--- src/rtl/ifu_pkg.sv ---
// Shared types and constants for the instruction fetch unit.
package ifu_pkg;

  typedef enum logic [1:0] {
    REQ  = 2'd0,
    WAIT = 2'd1,
    OUT  = 2'd2,
    EXEC = 2'd3
  } ifu_state_e;

  localparam logic [1:0]  RESP_OKAY     = 2'b00;
  localparam logic [31:0] INST_NONE     = 32'h0;
  // Core-wide boot address; the fetch unit's RESET_PC defaults to it.
  localparam logic [31:0] CORE_RESET_PC = 32'h8000_0000;

endpackage

--- src/rtl/ifu_fetch_if.sv ---
// Fetch-side signal bundle: AXI4-Lite-style AR/R read channel plus the decode handshake.
interface ifu_fetch_if;

  logic [31:0] araddr;
  logic        arvalid;
  logic        arready;
  logic [31:0] rdata;
  logic [1:0]  rresp;
  logic        rvalid;
  logic        rready;
  logic [31:0] inst;
  logic [31:0] inst_pc;
  logic        inst_valid;
  logic        inst_ready;
  logic        fetch_err;

  modport master (
    output araddr, arvalid, rready, inst, inst_pc, inst_valid, fetch_err,
    input  arready, rdata, rresp, rvalid, inst_ready
  );

  modport slave (
    input  araddr, arvalid, rready, inst, inst_pc, inst_valid, fetch_err,
    output arready, rdata, rresp, rvalid, inst_ready
  );

endinterface

--- src/rtl/ifu_fetch.sv ---
// Instruction fetch unit: holds the PC, issues one read per instruction and hands
// the word to decode, then waits for the next-PC update before fetching again.
module ifu_fetch
  import ifu_pkg::*;
#(
  parameter int              XLEN     = 32,
  parameter logic [XLEN-1:0] RESET_PC = CORE_RESET_PC
) (
  input  logic            clk,
  input  logic            rst_n,
  input  logic            upd_valid,
  input  logic [XLEN-1:0] upd_pc,
  ifu_fetch_if.master     bus
);

  ifu_state_e      state_q, state_d;
  logic [XLEN-1:0] pc_q, pc_d;
  logic [XLEN-1:0] inst_q, inst_d;
  logic [XLEN-1:0] inst_pc_q, inst_pc_d;
  logic            err_q, err_d;
  logic            resp_err;

  assign resp_err = (bus.rresp != RESP_OKAY);

  always_ff @(posedge clk or negedge rst_n) begin
    if (!rst_n) begin
      state_q   <= REQ;
      pc_q      <= RESET_PC;
      inst_q    <= INST_NONE;
      inst_pc_q <= '0;
      err_q     <= 1'b0;
    end else begin
      state_q   <= state_d;
      pc_q      <= pc_d;
      inst_q    <= inst_d;
      inst_pc_q <= inst_pc_d;
      err_q     <= err_d;
    end
  end

  always_comb begin
    state_d   = state_q;
    pc_d      = pc_q;
    inst_d    = inst_q;
    inst_pc_d = inst_pc_q;
    err_d     = err_q;
    case (state_q)
      REQ: begin
        if (bus.arready) state_d = WAIT;
      end
      WAIT: begin
        if (bus.rvalid) begin
          inst_d    = resp_err ? INST_NONE : bus.rdata;
          inst_pc_d = pc_q;
          err_d     = resp_err;
          state_d   = OUT;
        end
      end
      OUT: begin
        if (bus.inst_ready) state_d = EXEC;
      end
      EXEC: begin
        if (upd_valid) begin
          pc_d = upd_pc;
          if (upd_pc[1:0] == 2'b00) begin
            state_d = REQ;
          end else begin
            // Misaligned target: report it to decode without touching the bus.
            inst_d    = INST_NONE;
            inst_pc_d = upd_pc;
            err_d     = 1'b1;
            state_d   = OUT;
          end
        end
      end
      default: state_d = REQ;
    endcase
  end

  // arvalid is gated by rst_n so it stays low while reset is held, even though state is REQ.
  assign bus.arvalid    = rst_n && (state_q == REQ);
  assign bus.araddr     = (state_q == REQ) ? pc_q : '0;
  assign bus.rready     = (state_q == WAIT);
  assign bus.inst_valid = (state_q == OUT);
  assign bus.inst       = inst_q;
  assign bus.inst_pc    = inst_pc_q;
  assign bus.fetch_err  = err_q;

endmodule
--- src/flat_wrapper.sv ---
// flat-port wrapper written by rule: the top's interface ports become plain ports
module ifu_fetch_flat import ifu_pkg::*;
#(
  parameter int              XLEN     = 32,
  parameter logic [XLEN-1:0] RESET_PC = CORE_RESET_PC
)
  (clk, rst_n, upd_valid, upd_pc, bus_araddr, bus_arvalid, bus_rready, bus_inst, bus_inst_pc, bus_inst_valid, bus_fetch_err, bus_arready, bus_rdata, bus_rresp, bus_rvalid, bus_inst_ready);
  ifu_fetch_if bus_i ();
  input  logic clk;
  input  logic rst_n;
  input  logic upd_valid;
  input  logic [XLEN-1:0] upd_pc;
  output wire logic [$bits(bus_i.araddr)-1:0] bus_araddr;
  output wire logic [$bits(bus_i.arvalid)-1:0] bus_arvalid;
  output wire logic [$bits(bus_i.rready)-1:0] bus_rready;
  output wire logic [$bits(bus_i.inst)-1:0] bus_inst;
  output wire logic [$bits(bus_i.inst_pc)-1:0] bus_inst_pc;
  output wire logic [$bits(bus_i.inst_valid)-1:0] bus_inst_valid;
  output wire logic [$bits(bus_i.fetch_err)-1:0] bus_fetch_err;
  input wire logic [$bits(bus_i.arready)-1:0] bus_arready;
  input wire logic [$bits(bus_i.rdata)-1:0] bus_rdata;
  input wire logic [$bits(bus_i.rresp)-1:0] bus_rresp;
  input wire logic [$bits(bus_i.rvalid)-1:0] bus_rvalid;
  input wire logic [$bits(bus_i.inst_ready)-1:0] bus_inst_ready;
  assign bus_araddr = bus_i.araddr;
  assign bus_arvalid = bus_i.arvalid;
  assign bus_rready = bus_i.rready;
  assign bus_inst = bus_i.inst;
  assign bus_inst_pc = bus_i.inst_pc;
  assign bus_inst_valid = bus_i.inst_valid;
  assign bus_fetch_err = bus_i.fetch_err;
  assign bus_i.arready = bus_arready;
  assign bus_i.rdata = bus_rdata;
  assign bus_i.rresp = bus_rresp;
  assign bus_i.rvalid = bus_rvalid;
  assign bus_i.inst_ready = bus_inst_ready;
  ifu_fetch #(.XLEN(XLEN), .RESET_PC(RESET_PC)) u_core (.clk(clk), .rst_n(rst_n), .upd_valid(upd_valid), .upd_pc(upd_pc), .bus(bus_i));
endmodule
--- config.mk ---
export PLATFORM = sky130hd
export DESIGN_NAME = ifu_fetch_flat
export DESIGN_NICKNAME = d
export VERILOG_FILES = /design/src/rtl/ifu_pkg.sv /design/src/rtl/ifu_fetch_if.sv /design/src/rtl/ifu_fetch.sv /design/src/flat_wrapper.sv
export SDC_FILE = /design/constraint.sdc
export NUM_CORES = 1
export LEC_CHECK = 0
export ABC_CLOCK_PERIOD_IN_PS = 1550
export BUFFER_PORTS_ARGS = -buffer_cell sky130_fd_sc_hd__buf_4
export CAP_MARGIN = 25
export CORE_ASPECT_RATIO = 0.5
export CORE_MARGIN = 8
export CORE_UTILIZATION = 48
export DETAILED_ROUTE_END_ITERATION = 10
export GPL_TIMING_DRIVEN = 0
export PLACE_DENSITY = 0.77
export SLEW_MARGIN = 40
export SYNTH_ARGS = -nofsm -noshare
export SYNTH_HDL_FRONTEND = slang
export SYNTH_SLANG_ARGS = --single-unit
--- constraint.sdc ---
create_clock -name clk -period 1.55 [get_ports clk]
set_input_delay 0.155 -clock clk [delete_from_list [all_inputs] [get_ports clk]]
set_output_delay 0.155 -clock clk [all_outputs]
set_load 0.01 [all_outputs]
==> impl_summary.md <==
Final layout
In the final layout, the multi-input gates occupy 1455 um^2. The layout has 530 filler cells. Once layout is complete, the cells apart from fillers number 649. The layout overhead on the synthesized area is 52.91%. Of the cells placed in the final design, the portion with a size suffix greater than 1 is 0.4767. Summing all flip-flop and latch instances after layout gives 2479 um^2. The number of nets in the layout is 605.

The number of antenna diodes in the final layout is 0. The final design instance area without fill is 6256 um^2.

Pwr
The power density relative to cell area is 2008 nW/um^2. The largest vdd supply drop is 0.001088 V. The total leakage power is 3.167 nW.

Drt
For this block, the via count after detailed routing is 3,423. After detailed routing, the total wire length is 12.34 mm. After detailed routing, the average wire length per cell comes to 19.02 um. The count of nets left with antenna violations once routing finished came out at 0. The DRC violations left is 0. The post-detailed-route via-to-cell ratio is 5.274. For this run, the detailed router's first-pass iteration total came to 4. For this block, the initial DRC count from the detailed router was 154.

Synthesis
The multiplexer fraction of the synthesized cell area is 0.08807. The cell area after synthesis is 4091 um^2. The number of storage elements in the synthesis netlist is 99. The commonest register cell after synthesis is dfrtp_1. The compound-cell area share of the yosys netlist came to 0.1722.

In the synthesized netlist, the cells that appear most often are dfrtp_1, and2_1, a21oi_1. The count of flip-flops with a built-in enable after synthesis is 0. The share of synthesized area in the top cell type comes to 0.5994. The count of unique library cells instantiated by Yosys is 25. In the synthesized netlist the async set-or-reset flop fraction comes to 1.000. By area, the combinational part of the netlist is dominated by compound AO/OA/AOI/OAI gates. The synthesis warning total is 0. The net count of the mapped netlist is 408.

Of the total synthesized cell area, the portion taken by XOR and XNOR cells is 0. The average size of a mapped cell is 12.18 um^2. The basic-gate share of the synthesized area counting and, or, nand and nor cells is 0.07217. For this run, the register share of the synthesized area comes to 0.6058.

The post-synthesis instance total is 336. By area the synthesized netlist is led by dfrtp_1, mux2_1, a22o_1, and2_1, o22ai_1. The most common cell in the synthesized netlist is dfrtp_1.

The cell type with the highest aggregate area in the netlist is dfrtp_1. The arithmetic-cell share of the synthesized area counting full adders, half adders and majority gates is 0.

Clocking
The later-pin clock latency in the skew report is 340 ps. The total clock buffers created by CTS is 9. The clock drives 99 sinks. The clock-pin slew of the registers on the worst-case setup and hold paths is 60 ps. The number of H-tree levels is 3. The root buffer cell chosen for the clock tree is clkbuf_16. The clock tree from TritonCTS is done. The deepest clock path buffer count is 2.

Place
Once placement finished, the instance area stood at 5523 um^2. The HPWL after detailed placement is 8.468 mm. The number of placed instances, taps included, is 619. The number of buffers added on ports is 171. At the placement stage, the worst setup path has a slack of -191.9 ps.

The placer congestion estimate is 0.7919.

Critical path
The most critical setup path has its endpoint at bus_araddr[27]. The endpoint arrival time on the critical path is 1550 ps. Of all nets on the critical path, the largest fanout is 8. The setup slack of the most critical reg-to-reg path is -30 ps.

The reg-to-reg critical path endpoint is u_core.bus.inst[27]. The critical path is of the reg -> out type. The worst endpoint required time is 1390 ps. The beginning of the worst register-to-register path is u_core.state_q[1]. For the worst flop-to-flop path, the logic depth is 6. STA classifies the critical path startpoint as a flop. The worst setup path is captured at a primary output. Tracing the worst setup path back leads to its startpoint at u_core.state_q[1].

STA
The smallest clock period supported by the final layout is computed as 1707 ps. At the pin with the least slew margin, the transition time is 734.7 ps. The setup-violating endpoint count in the final report is 62.

The number of failing hold endpoints at the final stage is 98. Measured against its own limit, the worst slew margin works out to 0.5102. The number of pins exceeding their max-slew limit in the final report is 0.

Final hold analysis gives a worst-case slack of -177.7 ps. The final-layout setup total negative slack is -4887 ps. Setup repair after global routing could not meet its margin everywhere. The setup clock skew after layout is 4.437 ps.

Based on the critical path, the design can be clocked at up to 585.9 MHz. In the finished design, the share of the clock period the worst path needs comes to 1.101. Once routing completed, OpenROAD measured the worst setup slack at -156.8 ps.

Floorplan
The floorplan step set the die width to 146.6 um. 172 I/O pins were placed. The initial utilization of the core area, before any placement, comes to 0.5024.

The count of standard-cell rows is 23. Measured along the y axis, the die boundary spans 81.29 um. The die outline area is 11,910 um^2. The standard cell core area is 8144 um^2.

Run status
The checks that failed: hold timing, setup timing. The run finished, with violations left.

Run
The tool flagged a number of max-cap violations equal to 0.

Global route
In the global route stage, overall resource usage came out at 0.1934. The final global-route overflow total is 0. The via count of the first global-routing pass is 3,498.

The pin count of the biggest net entering global routing is 101. The first global-routing pass estimated 18.35 mm of wire. The number of antenna violations at the first check in global routing is 0.

Min path
The path class of the tightest hold or removal check is in -> async.
-- layout make-up --
| cell class | instances | share of cell area |
|---|---|---|
| timing repair buffer | 186 | 0.2450 |
| clock buffer | 11 | 0.03880 |
| multi-input combinational | 182 | 0.2326 |
| tap | 112 | 0.02240 |
| sequential | 99 | 0.3962 |
| buffer | 24 | 0.03440 |
| inverter | 31 | 0.01860 |
| clock inverter | 4 | 0.01200 |
-- metrics by stage --
| step | power, mW | util |
|---|---|---|
| finish | 12.56 | 0.7682 |
| global route | 13.28 | 0.7682 |
| CTS | 12.03 | 0.7387 |
| detailed placement | 9.227 | 0.6781 |
| global placement | 9.097 | 0.6772 |
| floorplan | 6.806 | - |
-- report_power, final --
group | internal [mW] | switching (mW)
Sequential | 3.72 | 0.741
Combinational | 3.15 | 2.58
Clock | 1.45 | 0.927
Total | 8.32 | 4.25
-- cells by family (layout without fill, tap and decap cells) --
family / count (synthesis) / count (layout)
and+or+nand+nor: 45 / 45
buffers and inverters: 55 / 256
muxes: 32 / 32
DFF: 99 / 99
AOI/OAI and AO/OA: 105 / 105
-- routing by layer --
layer,vias up,wire (um),track usage
met5,-,0,0
met4,0,130,0.04689
met3,13,650,0.06153
met2,92,6508,0.3486
met1,1739,5053,0.2256
li1,1579,-,-
-- sequential cells by signal, summed over array words and instances, names as in the netlist --
register	cells
u_core.bus.fetch_err	1
u_core.bus.inst	32
u_core.bus.inst_pc	32
u_core.pc_q	32
u_core.state_q	2
-- critical path: stages, from the launching register on --
cell and delay (ps):
dfrtp_1 410, buf_6 150, nor2_4 120, buf_12 160, buf_6 130, and2_4 130, buf_4 110
-- worst min-delay path by stage --
stage                      start  slack, ps  cells after the start                      to
floorplan                  rst_n       -140                      0    u_core.bus.fetch_err
global placement    bus_rdata[2]        370                      2      u_core.bus.inst[2]
detailed placement         rst_n        250                      1  u_core.bus.inst_pc[11]
CTS                        rst_n       -120                      1         u_core.pc_q[19]
global route               rst_n       -130                      1  u_core.bus.inst_pc[10]
finish                     rst_n       -180                      1  u_core.bus.inst_pc[10]
-- cell usage in the layout, fill, tap and decap left out --
master and n:
a211oi_1 2, a21bo_2 1, a21oi_1 33, a22o_1 32, and2_1 7, and2_4 27, buf_12 1, buf_2 3
buf_4 155, buf_6 37, buf_8 6, bufinv_16 2, clkbuf_1 3, clkbuf_16 9, clkbuf_2 4, clkbuf_4 2
clkbuf_8 1, clkinvlp_4 2, dfrtp_1 98, dfstp_2 1, inv_1 31, mux2_1 32, nand2_1 3, nand3_4 1
nand3b_4 1, nor2_4 1, nor2b_1 2, nor3_4 1, nor3b_1 2, o2111ai_2 1, o211ai_1 1, o21ai_0 2
o22ai_1 32, o31ai_1 1
-- repair_timing --
action                                 4_1_cts  5_1_grt
setup endpoints to repair                   68      117
gates resized for setup                     32       68
buffers inserted                             4        8
endpoints found under the hold margin       98       98
pin swaps                                    1        7
gates cloned                                 3        0
Power figures use the tool's default switching activity.
